### src/rtl/frame_seq_pkg.sv
// Shared types and constants for the per-frame sprite scheduler.
package frame_seq_pkg;

    localparam int X_W = 9;
    localparam int Y_W = 8;
    localparam int C_W = 3;

    // Cycles each sprite engine spends loading/waiting before its first real pixel.
    localparam int ENGINE_PREAMBLE = 3;

    typedef enum logic [1:0] {
        WAIT_FRAME = 2'd0,
        ERASE      = 2'd1,
        DRAW       = 2'd2,
        DONE       = 2'd3
    } seq_state_e;

endpackage

### src/rtl/frame_sequencer_tick_gen.sv
// Free-running frame timer: emits a one-cycle tick every FRAME_TICKS clocks.
module frame_tick_gen
    import frame_seq_pkg::*;
#(
    parameter int FRAME_TICKS = 833333
) (
    input  logic clk,
    input  logic reset,
    output logic tick
);

    localparam int CNT_W = (FRAME_TICKS > 1) ? $clog2(FRAME_TICKS) : 1;
    localparam logic [CNT_W-1:0] LAST = CNT_W'(FRAME_TICKS - 1);

    logic [CNT_W-1:0] count_q;
    logic [CNT_W-1:0] count_d;

    always_comb begin
        tick    = (count_q == LAST);
        count_d = tick ? '0 : count_q + 1'b1;
    end

    always_ff @(posedge clk) begin
        if (!reset) begin
            count_q <= '0;
        end else begin
            count_q <= count_d;
        end
    end

endmodule

### src/rtl/frame_sequencer.sv
// Per-frame scheduler: erases then redraws each sprite engine in index order
// and muxes the active engine's pixel stream onto the single VGA port.
module frame_sequencer
    import frame_seq_pkg::*;
#(
    parameter int NUM_SPRITES  = 3,
    parameter int FRAME_TICKS  = 833333,
    parameter int ERASE_HOLD   = 45,
    parameter int DRAW_TIMEOUT = 64
) (
    input  logic                       clk,
    input  logic                       reset,
    input  logic [NUM_SPRITES-1:0]     sprite_finish,
    input  logic [X_W*NUM_SPRITES-1:0] sprite_x,
    input  logic [Y_W*NUM_SPRITES-1:0] sprite_y,
    input  logic [C_W*NUM_SPRITES-1:0] sprite_colour,
    output logic [NUM_SPRITES-1:0]     draw_signal,
    output logic [NUM_SPRITES-1:0]     erase_signal,
    output logic [X_W-1:0]             vga_x,
    output logic [Y_W-1:0]             vga_y,
    output logic [C_W-1:0]             vga_colour,
    output logic                       vga_plot,
    output logic [15:0]                frame_count,
    output logic                       overrun,
    output logic                       timeout_err
);

    localparam int IDX_W   = (NUM_SPRITES > 1) ? $clog2(NUM_SPRITES) : 1;
    localparam int CYC_MAX = (ERASE_HOLD > DRAW_TIMEOUT) ? ERASE_HOLD : DRAW_TIMEOUT;
    localparam int CYC_W   = $clog2(CYC_MAX + 1);

    localparam logic [IDX_W-1:0] LAST_IDX = IDX_W'(NUM_SPRITES - 1);
    localparam logic [CYC_W-1:0] HOLD_C   = CYC_W'(ERASE_HOLD);
    localparam logic [CYC_W-1:0] TMO_C    = CYC_W'(DRAW_TIMEOUT - 1);
    localparam logic [CYC_W-1:0] PRE_C    = CYC_W'(ENGINE_PREAMBLE);

    logic tick;

    frame_tick_gen #(.FRAME_TICKS(FRAME_TICKS)) u_tick_gen (
        .clk   (clk),
        .reset (reset),
        .tick  (tick)
    );

    seq_state_e              state_q, state_d;
    logic [IDX_W-1:0]        idx_q, idx_d;
    logic [CYC_W-1:0]        cyc_q, cyc_d;
    logic                    gap_q, gap_d;
    logic                    pending_q, pending_d;
    logic                    first_q, first_d;
    logic [15:0]             frame_count_q, frame_count_d;
    logic                    overrun_q, overrun_d;
    logic                    timeout_q, timeout_d;
    logic [NUM_SPRITES-1:0]  draw_q, draw_d;
    logic [NUM_SPRITES-1:0]  erase_q, erase_d;
    logic                    plot_q, plot_d;
    logic                    consume;
    logic                    req_active;

    logic [X_W-1:0] x_arr [NUM_SPRITES];
    logic [Y_W-1:0] y_arr [NUM_SPRITES];
    logic [C_W-1:0] c_arr [NUM_SPRITES];

    for (genvar gi = 0; gi < NUM_SPRITES; gi++) begin : g_unpack
        assign x_arr[gi] = sprite_x[gi*X_W +: X_W];
        assign y_arr[gi] = sprite_y[gi*Y_W +: Y_W];
        assign c_arr[gi] = sprite_colour[gi*C_W +: C_W];
    end

    always_comb begin
        state_d       = state_q;
        idx_d         = idx_q;
        cyc_d         = cyc_q;
        gap_d         = gap_q;
        pending_d     = pending_q;
        first_d       = first_q;
        frame_count_d = frame_count_q;
        overrun_d     = overrun_q;
        timeout_d     = timeout_q;
        consume       = 1'b0;

        case (state_q)
            WAIT_FRAME: begin
                if (pending_q) begin
                    consume = 1'b1;
                    idx_d   = '0;
                    cyc_d   = '0;
                    gap_d   = 1'b0;
                    state_d = first_q ? DRAW : ERASE;
                end
            end
            ERASE: begin
                // cyc == HOLD is the all-zero gap cycle before the next request
                if (cyc_q == HOLD_C) begin
                    cyc_d = '0;
                    gap_d = 1'b0;
                    if (idx_q == LAST_IDX) begin
                        idx_d   = '0;
                        state_d = DRAW;
                    end else begin
                        idx_d = idx_q + 1'b1;
                    end
                end else begin
                    cyc_d = cyc_q + 1'b1;
                end
            end
            DRAW: begin
                if (gap_q) begin
                    gap_d = 1'b0;
                    cyc_d = '0;
                    if (idx_q == LAST_IDX) begin
                        state_d = DONE;
                    end else begin
                        idx_d = idx_q + 1'b1;
                    end
                end else if (sprite_finish[idx_q]) begin
                    gap_d = 1'b1;
                end else if (cyc_q == TMO_C) begin
                    gap_d     = 1'b1;
                    timeout_d = 1'b1;
                end else begin
                    cyc_d = cyc_q + 1'b1;
                end
            end
            DONE: begin
                frame_count_d = frame_count_q + 16'd1;
                first_d       = 1'b0;
                state_d       = WAIT_FRAME;
            end
            default: state_d = WAIT_FRAME;
        endcase

        // A tick landing on the consume cycle refills the flag rather than overrunning.
        if (consume) begin
            pending_d = 1'b0;
        end
        if (tick) begin
            if (pending_q && !consume) begin
                overrun_d = 1'b1;
            end else begin
                pending_d = 1'b1;
            end
        end

        // Request outputs are decoded from the next state so they come straight off flops.
        erase_d    = '0;
        draw_d     = '0;
        req_active = 1'b0;
        if (state_d == ERASE && cyc_d < HOLD_C) begin
            erase_d[idx_d] = 1'b1;
            req_active     = 1'b1;
        end
        if (state_d == DRAW && !gap_d) begin
            draw_d[idx_d] = 1'b1;
            req_active    = 1'b1;
        end
        plot_d = req_active && (cyc_d >= PRE_C);
    end

    always_ff @(posedge clk) begin
        if (!reset) begin
            state_q       <= WAIT_FRAME;
            idx_q         <= '0;
            cyc_q         <= '0;
            gap_q         <= 1'b0;
            pending_q     <= 1'b0;
            first_q       <= 1'b1;
            frame_count_q <= '0;
            overrun_q     <= 1'b0;
            timeout_q     <= 1'b0;
            draw_q        <= '0;
            erase_q       <= '0;
            plot_q        <= 1'b0;
        end else begin
            state_q       <= state_d;
            idx_q         <= idx_d;
            cyc_q         <= cyc_d;
            gap_q         <= gap_d;
            pending_q     <= pending_d;
            first_q       <= first_d;
            frame_count_q <= frame_count_d;
            overrun_q     <= overrun_d;
            timeout_q     <= timeout_d;
            draw_q        <= draw_d;
            erase_q       <= erase_d;
            plot_q        <= plot_d;
        end
    end

    // Pixel bus is parked at zero whenever no engine holds a request.
    logic bus_active;
    assign bus_active   = (|draw_q) || (|erase_q);
    assign vga_x        = bus_active ? x_arr[idx_q] : '0;
    assign vga_y        = bus_active ? y_arr[idx_q] : '0;
    assign vga_colour   = bus_active ? c_arr[idx_q] : '0;
    assign vga_plot     = plot_q;
    assign draw_signal  = draw_q;
    assign erase_signal = erase_q;
    assign frame_count  = frame_count_q;
    assign overrun      = overrun_q;
    assign timeout_err  = timeout_q;

endmodule

### config.mk
export PLATFORM = sky130hd
export DESIGN_NAME = frame_sequencer
export DESIGN_NICKNAME = d
export VERILOG_FILES = /design/src/rtl/frame_seq_pkg.sv /design/src/rtl/frame_sequencer_tick_gen.sv /design/src/rtl/frame_sequencer.sv
export SDC_FILE = /design/constraint.sdc
export NUM_CORES = 1
export LEC_CHECK = 0
export ABC_AREA = 1
export ABC_CLOCK_PERIOD_IN_PS = 3400
export BUFFER_PORTS_ARGS = -buffer_cell sky130_fd_sc_hd__buf_2
export CAP_MARGIN = 10
export CORE_MARGIN = 3
export CORE_UTILIZATION = 50
export CTS_CLUSTER_DIAMETER = 80
export DETAILED_ROUTE_END_ITERATION = 10
export GPL_TIMING_DRIVEN = 0
export PLACE_DENSITY_LB_ADDON = 0.05
export SYNTH_ARGS = -nofsm -noshare
export SYNTH_HDL_FRONTEND = slang
export SYNTH_SLANG_ARGS = --single-unit
export TNS_END_PERCENT = 20
### constraint.sdc
create_clock -name clk -period 3.4 [get_ports clk]
set_input_delay 0.85 -clock clk [delete_from_list [all_inputs] [get_ports clk]]
set_output_delay 0.85 -clock clk [all_outputs]
set_load 0.05 [all_outputs]
Word level (Yosys, flattened, before mapping)
Cells that the tools add are included.

storage, ports and cells
  register bits = 59
  latch bits = 0
  RAM bits = 0
  memory bits (read-only) = 0
  bits of input ports = 65
  output and inout bits = 45
  word-level logic and storage cells = 100
  memories kept = 0

operators by class
  add/sub/neg operators = 4
  $mul = 0
  divide/modulo/power cells = 0
  $lt $le $gt $ge = 6
  equality and inequality tests = 9
  shifts and indexed selects = 0
  multiplexer cells = 48
  bitwise operators = 4
  reductions and logical operators = 16

operator list
  operator               count
  $mux 7                 5
  $mux 9                 3
  $mux 8                 3
  $mux 2                 11
  $pmux 7 s3             1
  $add 20x1->20 const B  1
  $eq 20x20->1 const B   1
  $bmux 9 s2             1
  $add 16x1->16 const B  1
  $bmux 8 s2             1
  $eq 7x6->1 const B     2
  $mux 1                 14
  $mux 3                 3
  $eq 2x2->1 const B     4
  $pmux 2 s4             1
  $add 7x1->7 const B    1
  $ge 7x2->1 const B     1
  $lt 7x6->1 const B     1
  $bmux 3 s2             1
  $lt 2x3->1 const B     2
  $pmux 2 s3             1
  $reduce_and 2->1       3
  $reduce_or 3->1        2
  $logic_and 1x1->1      5
  other kinds (14)       18

Depth between registers and ports, before layout
  depth after elaboration = 10
  gate-level depth with buffers = 16
  gate-level depth less buffers = 16

Cells and area by module
A second synthesis with hierarchy kept.

unflattened totals
  cell total of the unflattened synthesis = 558
  area, all modules = 3,558.4 um^2

by module, submodules not included
  module           times used  cells each  area an instance (um^2)  sequential area each (um^2)
  frame_sequencer  1           391         2,452.4                  780.7
  frame_tick_gen   1           167         1,106.1                  400.4

Least setup slack after synthesis
Ideal clock, no wire load.

  path type = register to output
  start = reg draw_q[2], in the netlist draw_signal[2]
  end = out vga_colour[0]
  arrival = 1.838 ns
  data required time = 2.550 ns
  setup slack = 0.712 ns
  cell stages (with the launch flop) = 5
  path buffers = 1
  cell sequence = dfxtp_1 -> or4_1 -> nor3_1 -> clkbuf_1 -> a21oi_1

between the ends
  longest elaborated chain between the ends = 3

RTL lines
  element                 line                    source
  start, declared         frame_sequencer.sv:54   logic [NUM_SPRITES-1:0] draw_q, draw_d;
  start signal, assigned  frame_sequencer.sv:184  draw_q <= draw_d;
  $reduce_or 3->1         frame_sequencer.sv:192  assign bus_active = (|draw_q) || (|erase_q);
  $logic_or 1x1->1        frame_sequencer.sv:192
  $mux 3                  frame_sequencer.sv:195  assign vga_colour = bus_active ? c_arr[idx_q] : '0;
  end, declared           frame_sequencer.sv:21   output logic [C_W-1:0] vga_colour,

No other way between the ends.

Final worst setup path
  start = reg draw_q[2], in the netlist draw_signal[2]
  end = out vga_y[6]

between the ends
  longest elaborated chain between the ends = 3

RTL lines
  element           line                    source
  $reduce_or 3->1   frame_sequencer.sv:192
  $logic_or 1x1->1  frame_sequencer.sv:192
  $mux 8            frame_sequencer.sv:194  assign vga_y = bus_active ? y_arr[idx_q] : '0;
  end, declared     frame_sequencer.sv:20   output logic [Y_W-1:0] vga_y,

No other way between the ends.

==> impl_results.md <==
* Cell-by-cell trace of the critical path: or4_1 -> nor3_1 -> clkbuf_1 -> a21oi_1 -> buf_2
* Worst Hold Path EP: u_tick_gen.count_q[19]$_SDFF_PP0_
* Power density cells at 373 nW/um^2
* CTS sink count at 59
* Fin util at 0.649
* CTS resizes at 0
* Gr usage total at 0.222
* Status: finished clean
* Tcrit/Tclk final at 0.880
* Worst slew pin tran at 0.495 ns
* Sum Neg Setup Slack at 0 ns
* #FFs+latches synth at 59
* Avg Inst Size Synth at 6.42 sq um
* Routed WL at 8500 microns
* Critical path's slowest cell: or4_1
* Max FO, Critical Path at 10
* Pre-Repair DR Iteration Count at 5
* H-tree levels at 3
* ANT nets after route at 0
* Reg-to-reg endpoint: vga_plot$_SDFF_PN0_
* Routed vias/inst at 4.99
* # DRC at 0
* RSZ-0062 raised after global routing: no
* Clk slew on worst S/H paths at 0.06 ns
* Cell area after synthesis at 3370 sq um
* Fmax at 334 MHz
* Hold Path Class: reg -> reg
* Syn nets at 598
* Area growth syn-to-layout at 24.4%
* CP startpoint kind: flop
* Leakage at 1.91 nW
* Gpl congestion at 0.859
* Root Buffer: clkbuf_8
* GRT overflow at 0
* Final #Nets at 718
* Setup Crit Path Kind: reg -> out
* # diodes at 0
* Post-DR wirelength/cell at 11.7 microns
* Latest clock arrival within the worst-skew pair at 0.34 ns
* I/O Buffers at 109
* CTS buffer count at 9
* Sequential area share after synthesis at 0.350
* Crit. End Element: primary output
* CTS tree: done
* Layout cell share with drive strength beyond 1 at 0.242
* Row count at 29
* Mapped Cells at 525
* Final Hold Vio Count at 0
* Max transition margin at 0.670
* Clk buf depth at 2
* Setup slack at placement at 0.713 ns
* Initial Util at 0.522
* Tmin final at 2.99 ns
* Crit Reg-Reg Startpoint: idx_q[0]$_SDFF_PN0_
* I/O Pins at 110
* Number of global-route vias before repair at 3246
* Reg2Reg Setup Slack at 1.22 ns
* Final setup fails at 0
* CP Data Arrival Time at 2.14 ns
* Post-Place Cells at 711
* Post-CTS Setup Inserts at 0
* Max Transition Viols Final at 0
* R2R cell count at 11
* Library cells used by synthesis at 34
* Worst IR Drop VDD at 0.000341 V
* Critical path required time at 2.55 ns
* HPWL Detailed at 6580 microns
* Hold_buf cts at 0
* Min-delay src: u_tick_gen.count_q[19]$_SDFF_PP0_
* Initial antenna violation count at 0
* Non-filler cells, final at 726
* Number of DRC markers in iteration 0 at 216
* Vias post-DR at 3622
* Die area at 7760 sq um
* Largest net degree at the start of global routing at 12
* Final hold slack at 0.459 ns
* Hold depth at 2
* Slack of the critical path at 0.408 ns
* Die Y at 88.1 microns
* Max-cap violations at 0
* Synth warn at 0
* Post-route clock skew at 0.00651 ns
* Die width at 88.1 microns
* Global-route wire length before repair at 13700 microns
* Core area at 6460 sq um
* Largest stage delay on the critical path at 0.51 ns
cell type report:
class                           count  area (sq um)
Clock buffer                       13           169
Clock inverter                      2          10.0
Sequential cell                    59          1180
Buffer                             13          48.8
Multi-Input combinational cell    388          1890
Inverter                           65           246
Tap cell                           77          96.3
Timing Repair Buffer              109           546
Fill cell                         619          2270
through the flow:
| step | cell area [sq um] | total power [mW] |
|---|---|---|
| after floorplan | 3370 | 0.914 |
| after global placement | 4010 | 0.998 |
| after detailed placement | 4010 | 1.00 |
| after CTS | 4190 | 1.58 |
| after global routing | 4190 | 1.64 |
| final | 4190 | 1.57 |
where the power goes:
part           switching (mW)  internal [mW]
clock network           0.259          0.318
registers             0.00940          0.702
logic                   0.195         0.0826
layer usage:
layer | global-route usage | vias up | wire (microns)
met2 | 0.371 | 117 | 3780
met5 | 0 | - | 0
li1 | - | 1919 | -
met1 | 0.268 | 1571 | 3920
met4 | 0.111 | 0 | 176
met3 | 0.0508 | 15 | 620
logic make-up after synthesis:
logic type      synth area share
compound gates             0.154
xor+xnor                  0.0104
fa+ha+maj                 0.0297
buf+inv                   0.0876
flops                      0.350
simple gates               0.367
state kept, by name, summed over array words and instances, names as in the netlist:
name,cells
u_tick_gen.count_q,20
frame_count,16
cyc_q,7
draw_signal,3
erase_signal,3
idx_q,2
state_q,2
first_q,1
gap_q,1
overrun,1
pending_q,1
timeout_err,1
vga_plot,1
cells in the mapped netlist, drive strengths merged:
library cell | instances | share of area
nand2 | 113 | 0.13
nor2 | 112 | 0.14
inv | 64 | 0.072
dfxtp | 59 | 0.35
a21oi | 45 | 0.070
o21ai | 41 | 0.061
nand3 | 27 | 0.045
clkbuf | 12 | 0.013
nor3 | 10 | 0.016
nand4 | 9 | 0.017
ha | 8 | 0.030
o21a | 6 | 0.013
nor4 | 3 | 0.0056
or2 | 3 | 0.0056
xor2 | 3 | 0.0078
nor3b | 2 | 0.0045
a31oi | 1 | 0.0019
buf | 1 | 0.0011
clkinv | 1 | 0.0011
o2111ai | 1 | 0.0026
o221a | 1 | 0.0033
o31ai | 1 | 0.0022
or4 | 1 | 0.0022
xnor2 | 1 | 0.0026
critical path: cells and delay by family, from the launching register on:
family | cells | cell delay, ns
AND/OR/NAND/NOR | 2 | 0.75
buffers and inverters | 2 | 0.65
flip-flops | 1 | 0.31
AO/OA/AOI/OAI | 1 | 0.11
cell usage in the layout (no fill, tap or decap), drive strengths merged, types with 6 or more instances in the layout:
| cell type | Yosys | final |
|---|---|---|
| buf | 1 | 110 |
| nand3 | 27 | 27 |
| a21oi | 45 | 45 |
| nand2 | 113 | 113 |
| nor2 | 112 | 112 |
| ha | 8 | 8 |
| o21ai | 41 | 41 |
| clkbuf | 12 | 25 |
| o21a | 6 | 6 |
| inv | 64 | 64 |
| dfxtp | 59 | 59 |
| nand4 | 9 | 9 |
| nor3 | 10 | 10 |
worst max-delay path by stage:
stage / start / endpoint / slack (ns) / cells past startpoint
5_1_grt: draw_signal[2]$_SDFF_PN0_ / vga_y[4] / 0.25 / 5
2_1_floorplan: draw_signal[2]$_SDFF_PN0_ / vga_colour[0] / 0.71 / 4
4_1_cts: draw_signal[2]$_SDFF_PN0_ / vga_y[4] / 0.34 / 5
6_report: draw_signal[2]$_SDFF_PN0_ / vga_y[6] / 0.41 / 5
3_5_place_dp: draw_signal[2]$_SDFF_PN0_ / vga_y[4] / 0.71 / 5
3_3_place_gp: draw_signal[2]$_SDFF_PN0_ / vga_y[4] / 0.75 / 5
(Power assumes the default switching activity.)
